### src/rtl/axi4_lite_slave_regs.sv
// AXI4-Lite slave exposing NUM_REGS byte-strobed registers.
// Independent AW/W capture, one-cycle commit, and a separate single-beat read path.
module axi4_lite_slave_regs #(
  parameter int ADDR_WIDTH = 32,
  parameter int DATA_WIDTH = 32,
  parameter int NUM_REGS   = 16
) (
  input  logic                    ACLK,
  input  logic                    ARESETn,
  input  logic [ADDR_WIDTH-1:0]   AWADDR,
  input  logic [2:0]              AWPROT,
  input  logic                    AWVALID,
  output logic                    AWREADY,
  input  logic [DATA_WIDTH-1:0]   WDATA,
  input  logic [DATA_WIDTH/8-1:0] WSTRB,
  input  logic                    WVALID,
  output logic                    WREADY,
  output logic [1:0]              BRESP,
  output logic                    BVALID,
  input  logic                    BREADY,
  input  logic [ADDR_WIDTH-1:0]   ARADDR,
  input  logic [2:0]              ARPROT,
  input  logic                    ARVALID,
  output logic                    ARREADY,
  output logic [DATA_WIDTH-1:0]   RDATA,
  output logic [1:0]              RRESP,
  output logic                    RVALID,
  input  logic                    RREADY
);

  localparam int STRB_W   = DATA_WIDTH / 8;
  localparam int ADDR_LSB = $clog2(STRB_W);
  localparam int IDX_W    = (NUM_REGS > 1) ? $clog2(NUM_REGS) : 1;
  localparam int TOP_LSB  = ADDR_LSB + IDX_W;
  localparam logic [IDX_W:0] REG_COUNT = (IDX_W + 1)'(NUM_REGS);
  localparam logic [1:0] RESP_OKAY   = 2'b00;
  localparam logic [1:0] RESP_SLVERR = 2'b10;

  typedef enum logic [1:0] {IDLE, COMMIT, RESP} wstate_t;

  wstate_t                 state_reg;
  logic                    init_done_reg;
  logic                    aw_held_reg;
  logic                    w_held_reg;
  logic [IDX_W-1:0]        aw_idx_reg;
  logic                    aw_err_reg;
  logic [DATA_WIDTH-1:0]   wdata_reg;
  logic [STRB_W-1:0]       wstrb_reg;
  logic [DATA_WIDTH-1:0]   regs [NUM_REGS];

  logic [IDX_W-1:0] aw_idx;
  logic [IDX_W-1:0] ar_idx;
  logic             aw_err;
  logic             ar_err;
  logic             aw_hs;
  logic             w_hs;
  logic             ar_hs;
  logic             commit;

  // Any address outside the populated register window is decoded as an error.
  assign aw_idx = AWADDR[ADDR_LSB +: IDX_W];
  assign ar_idx = ARADDR[ADDR_LSB +: IDX_W];
  assign aw_err = ({1'b0, aw_idx} >= REG_COUNT) || (AWADDR[ADDR_WIDTH-1:TOP_LSB] != '0);
  assign ar_err = ({1'b0, ar_idx} >= REG_COUNT) || (ARADDR[ADDR_WIDTH-1:TOP_LSB] != '0);

  assign aw_hs  = AWVALID && AWREADY;
  assign w_hs   = WVALID && WREADY;
  assign ar_hs  = ARVALID && ARREADY;
  assign commit = (state_reg == COMMIT) && !aw_err_reg;

  logic unused;
  assign unused = ^{AWPROT, ARPROT, AWADDR[ADDR_LSB-1:0], ARADDR[ADDR_LSB-1:0]};

  always_ff @(posedge ACLK or negedge ARESETn) begin
    if (!ARESETn) init_done_reg <= 1'b0;
    else          init_done_reg <= 1'b1;
  end

  always_ff @(posedge ACLK or negedge ARESETn) begin
    if (!ARESETn) begin
      state_reg   <= IDLE;
      aw_held_reg <= 1'b0;
      w_held_reg  <= 1'b0;
      aw_idx_reg  <= '0;
      aw_err_reg  <= 1'b0;
      wdata_reg   <= '0;
      wstrb_reg   <= '0;
      AWREADY     <= 1'b0;
      WREADY      <= 1'b0;
      BVALID      <= 1'b0;
      BRESP       <= RESP_OKAY;
    end else if (!init_done_reg) begin
      AWREADY <= 1'b1;
      WREADY  <= 1'b1;
    end else begin
      case (state_reg)
        IDLE: begin
          if (aw_hs) begin
            aw_held_reg <= 1'b1;
            aw_idx_reg  <= aw_idx;
            aw_err_reg  <= aw_err;
            AWREADY     <= 1'b0;
          end
          if (w_hs) begin
            w_held_reg <= 1'b1;
            wdata_reg  <= WDATA;
            wstrb_reg  <= WSTRB;
            WREADY     <= 1'b0;
          end
          if ((aw_held_reg || aw_hs) && (w_held_reg || w_hs))
            state_reg <= COMMIT;
        end
        COMMIT: begin
          BVALID      <= 1'b1;
          BRESP       <= aw_err_reg ? RESP_SLVERR : RESP_OKAY;
          aw_held_reg <= 1'b0;
          w_held_reg  <= 1'b0;
          state_reg   <= RESP;
        end
        RESP: begin
          if (BREADY) begin
            BVALID    <= 1'b0;
            AWREADY   <= 1'b1;
            WREADY    <= 1'b1;
            state_reg <= IDLE;
          end
        end
        default: state_reg <= IDLE;
      endcase
    end
  end

  generate
    for (genvar gi = 0; gi < NUM_REGS; gi++) begin : g_reg
      always_ff @(posedge ACLK or negedge ARESETn) begin
        if (!ARESETn) begin
          regs[gi] <= '0;
        end else if (commit && (aw_idx_reg == IDX_W'(gi))) begin
          for (int b = 0; b < STRB_W; b++)
            if (wstrb_reg[b]) regs[gi][b*8 +: 8] <= wdata_reg[b*8 +: 8];
        end
      end
    end
  endgenerate

  // Read data is sampled from the register bank before any same-edge commit lands.
  always_ff @(posedge ACLK or negedge ARESETn) begin
    if (!ARESETn) begin
      ARREADY <= 1'b0;
      RVALID  <= 1'b0;
      RDATA   <= '0;
      RRESP   <= RESP_OKAY;
    end else if (!init_done_reg) begin
      ARREADY <= 1'b1;
    end else if (ar_hs) begin
      ARREADY <= 1'b0;
      RVALID  <= 1'b1;
      RDATA   <= ar_err ? '0 : regs[ar_idx];
      RRESP   <= ar_err ? RESP_SLVERR : RESP_OKAY;
    end else if (RVALID && RREADY) begin
      RVALID  <= 1'b0;
      ARREADY <= 1'b1;
    end
  end

endmodule

### config.mk
export PLATFORM = sky130hd
export DESIGN_NAME = axi4_lite_slave_regs
export DESIGN_NICKNAME = d
export VERILOG_FILES = /design/src/rtl/axi4_lite_slave_regs.sv
export SDC_FILE = /design/constraint.sdc
export NUM_CORES = 1
export LEC_CHECK = 0
export ABC_CLOCK_PERIOD_IN_PS = 2000
export BUFFER_PORTS_ARGS = -buffer_cell sky130_fd_sc_hd__buf_2
export CAP_MARGIN = 20
export CORE_MARGIN = 1
export CORE_UTILIZATION = 52
export CTS_CLUSTER_DIAMETER = 80
export DETAILED_ROUTE_END_ITERATION = 12
export GPL_TIMING_DRIVEN = 0
export HOLD_SLACK_MARGIN = 0.06
export PLACE_DENSITY_LB_ADDON = 0.25
export SLEW_MARGIN = 5
export SYNTH_ARGS = -nofsm -noshare
export SYNTH_HDL_FRONTEND = slang
export SYNTH_SLANG_ARGS = --single-unit
### constraint.sdc
create_clock -name ACLK -period 2 [get_ports ACLK]
set_input_delay 0.2 -clock ACLK [delete_from_list [all_inputs] [get_ports ACLK]]
set_output_delay 0.2 -clock ACLK [all_outputs]
set_load 0.01 [all_outputs]
==> key figures, run 1 <==
Min path
  • HP Class: in -> reg
  • Hold Path Origin: ARADDR[3]

Clock tree
  • Clk_lat worst skew: 620 ps
  • H-tree depth: 2
  • CTS root buf: clkbuf_16
  • CTS Sinks: 597
  • Clock input transition at the sequential cells of the worst setup and hold paths: 60 ps
  • CTS max path bufs: 3
  • CTS buffer count: 60
  • CTS tree: done

Logic synthesis
  • Mapped Cells: 1668
  • EDFF count, synth: 0
  • Ys flop type: dfrtp_1
  • Synth Cell Area: 0.02703 mm^2
  • Seq/Total Area, Yosys: 55.28%
  • Avg Synthesized Cell Area: 16.20 um^2
  • #FFs+latches synth: about 600
  • Syn. warnings: 0
  • Synth async-reset ratio: between 90% and 100%
  • Unique masters post-synth: between 40 and 50

Detailed routing
  • Iter 0 DRT Violations: 1082
  • Vias per inst: roughly 6
  • Final wirelength: roughly 67000 um
  • Vias after detailed routing: between 15000 and 20000
  • Antenna Nets Post-Route: 0
  • # DRC: 0
  • WL/cell: 24.92 um
  • DRT Pass-1 Iters: 4

Timing
  • Final setup violation count: 65
  • Pins Over Slew Limit: 0
  • Fin Clk Skew: 10.79 ps
  • F_max: 486.0 MHz
  • Tightest Pin Transition: roughly 1100 ps
  • PnR worst setup slack: -57.45 ps
  • Final hold slack: around 190 ps
  • Period utilisation layout: 102.9%
  • Tmin final: 2057 ps
  • Slew HR: 27.50%
  • Setup_tns: -1704 ps
  • Unrepaired setup endpoints after global routing: true
  • Final Hold Viols: 0

Layout
  • Nets: 2087
  • Most frequent cells in the layout: dfrtp_1 (595), mux2_2 (471), buf_2 (148)
  • Max FFs per register: 512
  • Most common library cell in the layout ignoring fill and taps: dfrtp_1
  • Area growth syn-to-layout: 20.00%
  • Share of cells above drive strength 1: about 54%
  • Fin area: 0.03243 mm^2

Setup path
  • WP data arrival: about 2600 ps
  • Slowest cell on crit path: dfrtp_2
  • Critical Path RT: 2500 ps
  • Max incr delay on CP: 430 ps
  • Crit path max fanout: 5
  • Crit path cell chain: nor4b_4 -> nand2b_1 -> buf_12 -> buf_12 -> buf_16 -> nor2_8 -> buf_12 -> mux2_4
  • Worst r2r src: state_reg[1]$_DFFE_PN0P_
  • Critical path capture point type: flip-flop
  • Kind of critical path: reg -> reg
  • CP Launch Point: state_reg[1]$_DFFE_PN0P_
  • Most frequent CP cell: buf_12
  • CP startpoint kind: flip-flop

Power
  • Pwr Density: between 900 and 1000 mW/mm^2
  • Total power: 31.55 mW
  • Leakage power: 15.73 nW
  • Peak VDD IR: between 600 and 700 uV

Place
  • Port Buf Inserts: 138
  • Dpl hpwl: 43260 um
  • RePlAce Congestion: 0.8039
  • Pre-CTS setup slack: -816.3 ps
  • Area after DPL: 0.02872 mm^2

Die
  • Die width: 230.0 um
  • Die Footprint: 0.05289 mm^2
  • Starting Density: 52.68%
  • Chip Height: 230.0 um
  • Core ar.: 0.05130 mm^2
  • Row cnt: 83
  • IO Pins: 154

GRT
  • Initial antenna violation count: 1
  • GR Overflow Total: 0
  • Vias in the first global route: 16830
  • Gr usage total: 25.97%
  • Largest net degree at the start of global routing: 118
  • First-pass GRT wire length: 103300 um

Status
  • Status: finished, violations left
  • Failing checks: negative setup slack

Flow run
  • Max-Cap Viols: 0
critical path: cells and delay by family, from the launching register on:
family	cells	cell delay, ps
and+or+nand+nor	3	620
buffers and inverters	4	580
DFF	1	430
muxes	1	290
report_power, final:
group	total, mW	switching (mW)	internal, mW
combinational	5.50	3.21	2.29
sequential	14.6	1.31	13.3
clock	11.4	4.75	6.65
what timing repair did:
action	4_1_cts	5_1_grt
pin swaps	25	7
hold buffers	52	2
resized for setup	48	64
setup buffers	32	12
gates cloned	1	2
setup endpoints to repair	482	366
hold endpoints to repair	205	62
through the flow:
step                cells  util, %
finish               2704    63.22
global route         2704    63.22
CTS                  2688    62.29
detailed placement   2492    55.98
global placement     2487    55.69
floorplan            1669        -
cell type report:
type	count	area [um^2]
Buffer	104	673.1
Sequential cell	597	14940
Antenna cell	1	2.502
Multi-Input combinational cell	966	11820
Tap cell	680	850.8
Fill cell	3714	18870
Inverter	2	7.507
Clock inverter	21	185.2
Timing Repair Buffer	243	2122
Clock buffer	90	1826
cells in the mapped netlist (2+ instances only):
cell / number / share of area [%]
nand4_2: 8 / 0.37
buf_4: 18 / 0.50
nor4_1: 11 / 0.25
a31oi_1: 2 / 0.046
and2_1: 2 / 0.046
mux2_1: 8 / 0.33
buf_2: 13 / 0.24
conb_1: 2 / 0.028
nand2_1: 58 / 0.81
and2b_1: 3 / 0.083
nor2_2: 12 / 0.28
nand3_1: 7 / 0.13
a22oi_1: 62 / 1.7
mux2_4: 32 / 1.8
a21oi_1: 11 / 0.20
inv_1: 2 / 0.028
mux2_2: 513 / 21
dfrtp_1: 597 / 55
mux4_2: 128 / 11
nor2_4: 11 / 0.46
clkbuf_1: 60 / 0.83
nor2_1: 9 / 0.12
buf_12: 2 / 0.15
nand4_1: 2 / 0.046
buf_1: 2 / 0.028
nand3_2: 2 / 0.074
buf_6: 7 / 0.29
o21ai_0: 4 / 0.074
a22o_1: 31 / 1.0
nor2b_1: 4 / 0.093
nand3_4: 20 / 1.3
nor2_8: 10 / 0.74
metal layers:
layer / GRT usage [%] / part of all wire, % / vias to the layer above
met2: 40.79 / 48 / 423
met3: 4.911 / 5.5 / 115
met5: 0 / 0 / -
met1: 36.21 / 44 / 8578
met4: 9.561 / 3.1 / 0
li1: - / - / 6926
kinds of logic after synthesis:
family	synth area share, %
simple gates	5.180
compound gates	3.153
flops	55.28
mux	34.19
buf+inv	2.176
other cells	0.02779
path summary, 6_finish.rpt:
check / to / slack [ps] / depth (start not counted)
worst max-delay path: regs[373]$_DFFE_PN0P_ / -60 / 8
max in group asynchronous: regs[217]$_DFFE_PN0P_ / 230 / 5
worst max register to register: regs[373]$_DFFE_PN0P_ / -60 / 8
min in group asynchronous: RDATA[11]$_DFFE_PN0P_ / 200 / 3
worst min-delay path: RDATA[30]$_DFFE_PN0P_ / 190 / 4
worst min register to register: regs[264]$_DFFE_PN0P_ / 490 / 1
(Power assumes the default switching activity.)
==> inputs of run 2 (changes only) <==
--- a/config.mk
+++ b/config.mk
@@ -7,7 +7,7 @@
 export LEC_CHECK = 0
 export ABC_CLOCK_PERIOD_IN_PS = 2000
 export BUFFER_PORTS_ARGS = -buffer_cell sky130_fd_sc_hd__buf_2
-export CAP_MARGIN = 20
+export CORE_ASPECT_RATIO = 0.75
 export CORE_MARGIN = 1
 export CORE_UTILIZATION = 52
 export CTS_CLUSTER_DIAMETER = 80
==> run 2 against run 1 <==
  * The flow still finishes with violations (negative setup slack)
  * Maximum frequency grew 1.3%
  * Sequential share of layout area increased by 0.39 points
  * Core utilization grew 0.19 points
  * First-iteration DRC count rose by 10%
  * Flip-flop and latch count did not move
  * Wire length is 0.59% higher
  * Clock skew rose by 5.1 ps
==> key figures, run 2 (same netlist as run 1, synthesis figures left out) <==
Detailed routing
  • Vias after detailed routing: roughly 16000
  • Iter 0 DRT Violations: roughly 1200
  • # DRC: 0
  • DRT Pass-1 Iters: 7
  • Vias per inst: 5.940
  • Final wirelength: 67800 um
  • Antenna Nets Post-Route: 0
  • WL/cell: 25.13 um
  • Met3 Routed Length: 4671 um
  • M1 WL: 30860 um
  • DR WL met2: about 30000 um
  • Highest routed layer: met4

Timing
  • F_max: just under 500 MHz
  • Period utilisation layout: 101.5%
  • Final setup violation count: 21
  • Pins Over Slew Limit: 0
  • Slew HR: 28.94%
  • PnR worst setup slack: -30.83 ps
  • Fin Clk Skew: between 15 and 20 ps
  • Tightest Pin Transition: around 1100 ps
  • Tmin final: between 2000 and 2500 ps
  • Unrepaired setup endpoints after global routing: true
  • Final Hold Viols: 0

Layout
  • Area of the multi-input gates: approximately 0.012 mm^2
  • Fillers: 3638
  • Nets: 2069
  • Area growth syn-to-layout: 19.01%
  • Max FFs per register: approximately 510
  • Share of cells above drive strength 1: a little over half
  • ANT cells: 0
  • Fin cells: 2698
  • Sequential cell area: between 0.01 and 0.015 mm^2
  • Most common library cell in the layout ignoring fill and taps: dfrtp_1
  • Most frequent cells in the layout: dfrtp_1 (593), mux2_2 (464), buf_2 (148)
  • Fin area: 0.03216 mm^2

Status
  • Failing checks: negative setup slack
  • Status: finished, violations left

Clock tree
  • H-tree depth: 2
  • Clock input transition at the sequential cells of the worst setup and hold paths: approximately 60 ps
  • CTS Sinks: 597
  • CTS buffer count: 57
  • CTS root buf: clkbuf_16
  • Clk_lat worst skew: 620 ps
  • CTS max path bufs: 3
  • CTS tree: done

Setup path
  • Worst-case reg-to-reg path depth: 6
  • Worst R2R Setup Slack: -30 ps
  • CP Launch Point: state_reg[1]$_DFFE_PN0P_
  • Critical Path RT: around 2500 ps
  • Crit path max fanout: 8
  • Kind of critical path: reg -> reg
  • CP startpoint kind: flip-flop
  • WP data arrival: 2540 ps
  • Worst r2r src: state_reg[1]$_DFFE_PN0P_
  • Critical path capture point type: flip-flop
  • Worst R2R End: regs[251]$_DFFE_PN0P_
  • Crit path capture: regs[251]$_DFFE_PN0P_

Place
  • Dpl hpwl: 44480 um
  • Placed instance count: 2505
  • Area after DPL: ~0.029 mm^2
  • Port Buf Inserts: approximately 140
  • RePlAce Congestion: 0.7925
  • Pre-CTS setup slack: -1130 ps

Die
  • Row cnt: 71
  • Starting Density: 53.28%
  • IO Pins: roughly 150
  • Chip Height: between 150 and 200 um
  • Die Footprint: about 0.053 mm^2
  • Core ar.: 0.05072 mm^2
  • Die width: 265.3 um

GRT
  • Gr usage total: between 20% and 30%
  • Largest net degree at the start of global routing: 125
  • Vias in the first global route: around 17000
  • First-pass GRT wire length: 104200 um
  • Initial antenna violation count: 0
  • GR Overflow Total: 0

Flow run
  • Max-Cap Viols: 0

Power
  • Pwr Density: 976.6 mW/mm^2
  • Peak VDD IR: 614.3 uV
  • Total power: 31.41 mW
  • Leakage power: 15.60 nW

Min path
  • HP Class: in -> async
run 2: changes by cell type in the layout (fill, tap and decap cells not counted), sizes merged:
cell      before  now
diode          1    0
clkinv        16   19
clkbuf       153  144
bufinv         3    5
buf          232  218
clkinvlp       2    1
inv            2    3
run 2: per-stage QoR:
stage	hold WS (ps)	setup TNS [ps]	utilization [%]
CTS	162.0	-817.8	62.59
finish	154.0	-322.4	63.41
global placement	430.4	-6616990	56.36
global route	202.2	-3671	63.41
floorplan	-95.59	0	-
detailed placement	234.0	-82170	56.65
run 2: worst min path at each step:
stage / cells past startpoint / to / slack, ps
finish: 2 / regs[245]$_DFFE_PN0P_ / 150
global route: 2 / regs[245]$_DFFE_PN0P_ / 200
CTS: 2 / regs[245]$_DFFE_PN0P_ / 160
detailed placement: 1 / regs[245]$_DFFE_PN0P_ / 230
global placement: 2 / wdata_reg[28]$_DFFE_PN0P_ / 430
floorplan: 0 / ARREADY$_DFFE_PN0P_ / -100
run 2: repair_timing:
item	CTS	global route
pin swaps	22	12
endpoints found under the setup margin	514	427
gates resized for setup	41	75
hold endpoints to repair	125	0
cloned	2	1
buffers inserted	22	8
hold buffers	53	0
run 2: final cells by class:
cell class | count | area share [%]
Buffer | 104 | 2.171
Sequential cell | 597 | 46.46
Multi-Input combinational cell | 966 | 36.85
Inverter | 2 | 0.02334
Clock buffer | 82 | 5.193
Timing Repair Buffer | 228 | 5.718
Tap cell | 693 | 2.696
Clock inverter | 26 | 0.8830
run 2: routing by layer:
metal / up-vias / track usage, %
met1: 8546 / 38.97
met2: 481 / 39.74
met4: 0 / 8.242
met5: - / 0
met3: 116 / 5.459
li1: 6884 / -
run 2: where the power goes:
part	switching (mW)	internal, mW
clock network	4.75	6.46
logic	3.25	2.30
registers	1.31	13.3
total	9.31	22.1
run 2: critical path, cell delays in order (launching register included):
cell      delay (ps)
dfrtp_2          450
nor4b_4          320
nand2b_1         130
buf_12           170
buf_16           160
nor2_8           280
mux2_2           370
